[config.mk]
export PLATFORM = sky130hd
export DESIGN_NAME = mult_sequencer
export DESIGN_NICKNAME = d
export VERILOG_FILES = /design/src/rtl/mult_sequencer.sv
export SDC_FILE = /design/constraint.sdc
export NUM_CORES = 1
export LEC_CHECK = 0
export CORE_MARGIN = 1
export CORE_UTILIZATION = 40
export DETAILED_ROUTE_END_ITERATION = 16
export GPL_TIMING_DRIVEN = 0
export HOLD_SLACK_MARGIN = 0.15
export PLACE_DENSITY = 0.71
export SETUP_SLACK_MARGIN = 0.4
export SYNTH_ARGS = -nofsm -noshare
export SYNTH_HDL_FRONTEND = slang
export SYNTH_SLANG_ARGS = --single-unit
[constraint.sdc]
create_clock -name clk -period 1.7 [get_ports clk]
set_input_delay 0.17 -clock clk [delete_from_list [all_inputs] [get_ports clk]]
set_output_delay 0.17 -clock clk [all_outputs]
set_load 0.01 [all_outputs]
[src/rtl/mult_sequencer.sv]
// Control sequencer for the serial-parallel multiplier: edge-detects the
// debounced buttons, latches operands, steps the datapath through
// clear/load and WIDTH serial shift cycles, captures the product and
// tracks the display scroll position.
module mult_sequencer #(
    parameter int WIDTH      = 8,
    parameter int DP_LAT     = 1,
    parameter int SCROLL_MAX = 2
) (
    input  logic                 clk,
    input  logic                 rst,
    input  logic                 btn_start,
    input  logic                 btn_left,
    input  logic                 btn_right,
    input  logic [WIDTH-1:0]     sw_a,
    input  logic [WIDTH-1:0]     sw_b,
    input  logic [2*WIDTH-1:0]   dp_product,
    output logic                 dp_clear,
    output logic                 dp_load,
    output logic                 dp_shift,
    output logic [WIDTH-1:0]     dp_a,
    output logic                 dp_ser_bit,
    output logic [2*WIDTH-1:0]   product,
    output logic                 busy,
    output logic                 done,
    output logic [1:0]           scroll_pos
);

    localparam int CNT_W = (WIDTH > 1) ? $clog2(WIDTH) : 1;
    localparam int LAT_W = (DP_LAT > 1) ? $clog2(DP_LAT) : 1;

    typedef enum logic [2:0] {
        S_IDLE,
        S_LOAD,
        S_RUN,
        S_CAPTURE,
        S_DONE
    } state_t;

    // Button bit order: [0]=start, [1]=left, [2]=right
    logic [2:0] btn_vec;
    assign btn_vec = {btn_right, btn_left, btn_start};

    state_t               state_q, state_d;
    logic [2:0]           prev_q, prev_d;
    logic [2:0]           edge_q, edge_d;
    logic [WIDTH-1:0]     dp_a_q, dp_a_d;
    logic [WIDTH-1:0]     b_sr_q, b_sr_d;
    logic [CNT_W-1:0]     bit_cnt_q, bit_cnt_d;
    logic [LAT_W-1:0]     cap_cnt_q, cap_cnt_d;
    logic [2*WIDTH-1:0]   product_q, product_d;
    logic [1:0]           scroll_q, scroll_d;
    logic                 dp_clear_q, dp_clear_d;
    logic                 dp_load_q, dp_load_d;
    logic                 dp_shift_q, dp_shift_d;
    logic                 dp_ser_bit_q, dp_ser_bit_d;
    logic                 busy_q, busy_d;
    logic                 done_q, done_d;

    logic edge_start, edge_left, edge_right;
    assign edge_start = edge_q[0];
    assign edge_left  = edge_q[1];
    assign edge_right = edge_q[2];

    // Next-state, datapath bookkeeping and registered output decode
    always_comb begin
        state_d      = state_q;
        prev_d       = btn_vec;
        // History resets to 1, so a button held through reset gives no edge
        edge_d       = btn_vec & ~prev_q;
        dp_a_d       = dp_a_q;
        b_sr_d       = b_sr_q;
        bit_cnt_d    = bit_cnt_q;
        cap_cnt_d    = cap_cnt_q;
        product_d    = product_q;
        scroll_d     = scroll_q;

        case (state_q)
            S_IDLE: begin
                if (edge_start) begin
                    dp_a_d   = sw_a;
                    b_sr_d   = sw_b;
                    scroll_d = 2'd0;
                    state_d  = S_LOAD;
                end
            end
            S_LOAD: begin
                bit_cnt_d = '0;
                state_d   = S_RUN;
            end
            S_RUN: begin
                bit_cnt_d = bit_cnt_q + CNT_W'(1);
                if (bit_cnt_q == CNT_W'(WIDTH - 1)) begin
                    cap_cnt_d = '0;
                    state_d   = S_CAPTURE;
                end
            end
            S_CAPTURE: begin
                cap_cnt_d = cap_cnt_q + LAT_W'(1);
                if (cap_cnt_q == LAT_W'(DP_LAT - 1)) begin
                    product_d = dp_product;
                    state_d   = S_DONE;
                end
            end
            S_DONE: begin
                if (edge_start) begin
                    dp_a_d   = sw_a;
                    b_sr_d   = sw_b;
                    scroll_d = 2'd0;
                    state_d  = S_LOAD;
                end else if (edge_left && !edge_right) begin
                    if (scroll_q != 2'd0)
                        scroll_d = scroll_q - 2'd1;
                end else if (edge_right && !edge_left) begin
                    if (scroll_q != 2'(SCROLL_MAX))
                        scroll_d = scroll_q + 2'd1;
                end
            end
            default: state_d = S_IDLE;
        endcase

        // Outputs follow the state being entered so they line up with it
        dp_clear_d   = (state_d == S_LOAD);
        dp_load_d    = (state_d == S_LOAD);
        dp_shift_d   = (state_d == S_RUN);
        busy_d       = (state_d == S_LOAD) || (state_d == S_RUN) || (state_d == S_CAPTURE);
        done_d       = (state_d == S_DONE);
        dp_ser_bit_d = 1'b0;
        // Present the next multiplier bit for the coming RUN cycle, LSB first
        if (state_d == S_RUN) begin
            dp_ser_bit_d = b_sr_q[0];
            b_sr_d       = b_sr_q >> 1;
        end
    end

    // State and output registers with synchronous reset
    always_ff @(posedge clk) begin
        if (rst) begin
            state_q      <= S_IDLE;
            prev_q       <= 3'b111;
            edge_q       <= 3'b000;
            dp_a_q       <= '0;
            b_sr_q       <= '0;
            bit_cnt_q    <= '0;
            cap_cnt_q    <= '0;
            product_q    <= '0;
            scroll_q     <= 2'd0;
            dp_clear_q   <= 1'b0;
            dp_load_q    <= 1'b0;
            dp_shift_q   <= 1'b0;
            dp_ser_bit_q <= 1'b0;
            busy_q       <= 1'b0;
            done_q       <= 1'b0;
        end else begin
            state_q      <= state_d;
            prev_q       <= prev_d;
            edge_q       <= edge_d;
            dp_a_q       <= dp_a_d;
            b_sr_q       <= b_sr_d;
            bit_cnt_q    <= bit_cnt_d;
            cap_cnt_q    <= cap_cnt_d;
            product_q    <= product_d;
            scroll_q     <= scroll_d;
            dp_clear_q   <= dp_clear_d;
            dp_load_q    <= dp_load_d;
            dp_shift_q   <= dp_shift_d;
            dp_ser_bit_q <= dp_ser_bit_d;
            busy_q       <= busy_d;
            done_q       <= done_d;
        end
    end

    assign dp_clear   = dp_clear_q;
    assign dp_load    = dp_load_q;
    assign dp_shift   = dp_shift_q;
    assign dp_a       = dp_a_q;
    assign dp_ser_bit = dp_ser_bit_q;
    assign product    = product_q;
    assign busy       = busy_q;
    assign done       = done_q;
    assign scroll_pos = scroll_q;

endmodule

==> reports/qor.txt <==
Max-slew headroom - 59.7%
Rows - 25
CTS tree - done
Clock root buffer - clkbuf_8
Crit Path Max Fanout - 5
Synth cell types - 40
Starting DRT DRC Count - 41
CP top delay family - flip-flops
WL final - 5420 um
Crit path buf inv count - 1
Largest net degree at the start of global routing - 17
Initial DRT Pass Iterations - 4
Setup TNS - 0 ns
Type of the worst setup path - reg2reg
Die area - 5450 um^2
I/O pins - 69
Htree depth - 2
Met3 Usage GRT - 7.13%
Clock edge transition at the registers on the reported setup and hold paths - 0.09 ns
Fin crit share - 86.5%
Placed insts - 369
Worst-Margin Slew - 0.605 ns
CTS buffer count - 5
Crit path launch type - flop
Bufs on Longest Clock Path - 2
Hpwl dp - 3380 um
CP Data Required Time - 1.92 ns
Final net count - 373
Initial core utilization - 42.6%
CP peak stage delay - 0.35 ns
Critical path cell sequence - ha_4 -> ha_4 -> nor3b_4 -> o21bai_4 -> buf_6 -> a311oi_2
LEAKAGE - 1.37 nW
Setup Viol. Count Final - 0
Pwr Density - 688 nW/um^2
CP arrival - 1.69 ns
Vias in the first global route - 1871
Die W - 73.8 um
Final Hold Fails - 0
GR Util met2 - 33.5%
Synthesized area per cell - 8.79 um^2
N_diodes - 0
Final setup margin - 0.229 ns
Port bufs - 67
Drt wl/cell - 13.5 um
Grt ovf - 0
Cell mode on critical path - ha_4
Syn nets - 274
Status - finished clean
Area grow syn2layout - 60.2%
Post-layout minimum cycle time - 1.47 ns
Number of max-slew violations in the final report - 0
GRT Total Usage - 20.3%
Minimum hold slack - 0.217 ns
Final Skew - 0.00473 ns
Hold WC Path Type - in2reg
Core area - 4850 um^2
Clock Latency Late Sink - 0.31 ns
Final Instance Count excl. Fillers - 402
Antenna-violating nets left - 0
DRC - 0
Final GP Congestion - 0.728
Synth warnings - 0
RSZ-0062 raised after global routing - yes
Gate Count Post-Synth - 235
Peak VDD IR - 0.495 mV
Total power - 2.28 mW
Initial antenna violation count - 0
Max Cap Viol - 0
GR peak layer - met2
Syn Std Cell Area - 2060 um^2
Dpl ws - 0.173 ns
Crit. End Element - flop
Clock sinks - 52
#FFs+latches synth - 52
First-pass GRT wire length - 8400 um
Vias - 1942
Fmax - 680 MHz
Sequential area share after synthesis - 50.4%
Die Y - 73.8 um
Met1 usage - 24.3%
Via density - 4.83
Layout cells sized above 1 - 27.8%
Crit path max-delay cell type - dfxtp_2
power breakdown:
group / leakage, nW / internal (mW) / switching, mW
Clock: 0.0523 / 0.377 / 0.416
Combinational: 0.896 / 0.140 / 0.0918
Sequential: 0.426 / 1.24 / 0.0139
layout by cell type (no fill, tap or decap), types with 3 or more instances in the layout:
| cell | instances |
|---|---|
| clkdlybuf4s50_1 | 35 |
| buf_4 | 19 |
| nand2_1 | 61 |
| dlygate4sd2_1 | 32 |
| nor2_2 | 8 |
| clkbuf_8 | 5 |
| dfxtp_1 | 43 |
| nand2_2 | 4 |
| a21oi_1 | 25 |
| clkbuf_1 | 6 |
| nand2b_1 | 4 |
| or2_2 | 3 |
| nor3b_1 | 3 |
| nor2_1 | 12 |
| buf_6 | 12 |
| dfxtp_4 | 3 |
| buf_8 | 3 |
| a311oi_2 | 6 |
| dfxtp_2 | 6 |
final timing paths:
| check | start | end | slack [ns] | cells past startpoint |
|---|---|---|---|---|
| worst min register to register | prev_q[0]$_SDFF_PP1_ | edge_q[0]$_SDFF_PP0_ | 0.39 | 1 |
| worst min-delay path | rst | dp_shift$_SDFF_PP0_ | 0.22 | 2 |
| worst max-delay path | bit_cnt_q[0]$_SDFFE_PP0P_ | b_sr_q[0]$_SDFFE_PP0P_ | 0.23 | 6 |
| worst max register to register | bit_cnt_q[0]$_SDFFE_PP0P_ | b_sr_q[0]$_SDFFE_PP0P_ | 0.23 | 6 |
logic make-up after synthesis:
group | synth area share (%)
adder cells (fa/ha/maj) | 1.21
buffers and inverters | 5.15
multiplexers | 2.12
flip-flops | 50.4
AND/OR/NAND/NOR | 24.4
AO/OA/AOI/OAI | 16.7
worst reg2reg max path, stage by stage, from the launching register on:
cell	delay (ns)
dfxtp_2	0.35
ha_4	0.16
ha_4	0.16
nor3b_4	0.24
o21bai_4	0.12
buf_6	0.15
a311oi_2	0.20
stage by stage:
step | util, % | area [um^2]
finish | 68.2 | 3310
global route | 68.2 | 3310
CTS | 65.0 | 3150
detailed placement | 59.0 | 2860
global placement | 59.0 | 2860
floorplan | - | 2110
registers in the layout (all words and copies together) (netlist names):
name        flops
b_sr_q          8
edge_q          3
product        16
cap_cnt_q       1
dp_a            8
dp_ser_bit      1
scroll_pos      2
dp_shift        1
done            1
state_q         3
dp_load         1
prev_q          3
bit_cnt_q       3
busy            1
timing repair:
| action | 4_1_cts | 5_1_grt |
|---|---|---|
| hold endpoints to repair | 0 | 0 |
| setup endpoints to repair | 69 | 42 |
| buffers inserted | 15 | 7 |
| hold buffers | 0 | 0 |
| pin swaps | 12 | 7 |
| cloned | 1 | 2 |
| resized for setup | 64 | 23 |
metal layers:
layer  vias up  share of wire, %
met5         -                 0
met4         0               2.2
met3        12               6.6
met2        55                47
met1       889                44
li1        986                 -
synthesized netlist by cell type, drive strengths merged:
master / count / share of area [%]
nand2: 65 / 12
dfxtp: 52 / 50
a21oi: 27 / 6.5
nor2: 21 / 3.9
buf: 10 / 3.9
a311oi: 7 / 3.3
clkbuf: 6 / 1.1
nor3b: 5 / 2.6
nand2b: 4 / 1.2
or2: 4 / 1.2
a22oi: 3 / 1.1
mux2: 3 / 1.6
o21ai: 3 / 0.73
a22o: 2 / 0.97
and2: 2 / 0.61
and2b: 2 / 0.79
ha: 2 / 1.2
nor2b: 2 / 0.61
o21bai: 2 / 1.3
or3b: 2 / 0.85
a211oi: 1 / 0.36
a21o: 1 / 0.36
a31oi: 1 / 0.30
a32o: 1 / 0.48
inv: 1 / 0.18
mux2i: 1 / 0.48
nand4b: 1 / 0.42
nor3: 1 / 0.24
o211ai: 1 / 0.36
o311a: 1 / 0.55
o31ai: 1 / 0.36
final cells by class:
| type | count | area, um^2 |
|---|---|---|
| plain buffers | 16 | 143 |
| clock buffers | 6 | 93.8 |
| clock inverters | 2 | 12.5 |
| repair buffers | 92 | 858 |
| fillers | 388 | 1540 |
| inverters | 1 | 3.75 |
| well taps | 67 | 83.8 |
| flip-flops and latches | 52 | 1060 |
| multi-input cells | 166 | 1050 |
Power figures use the tool's default switching activity.
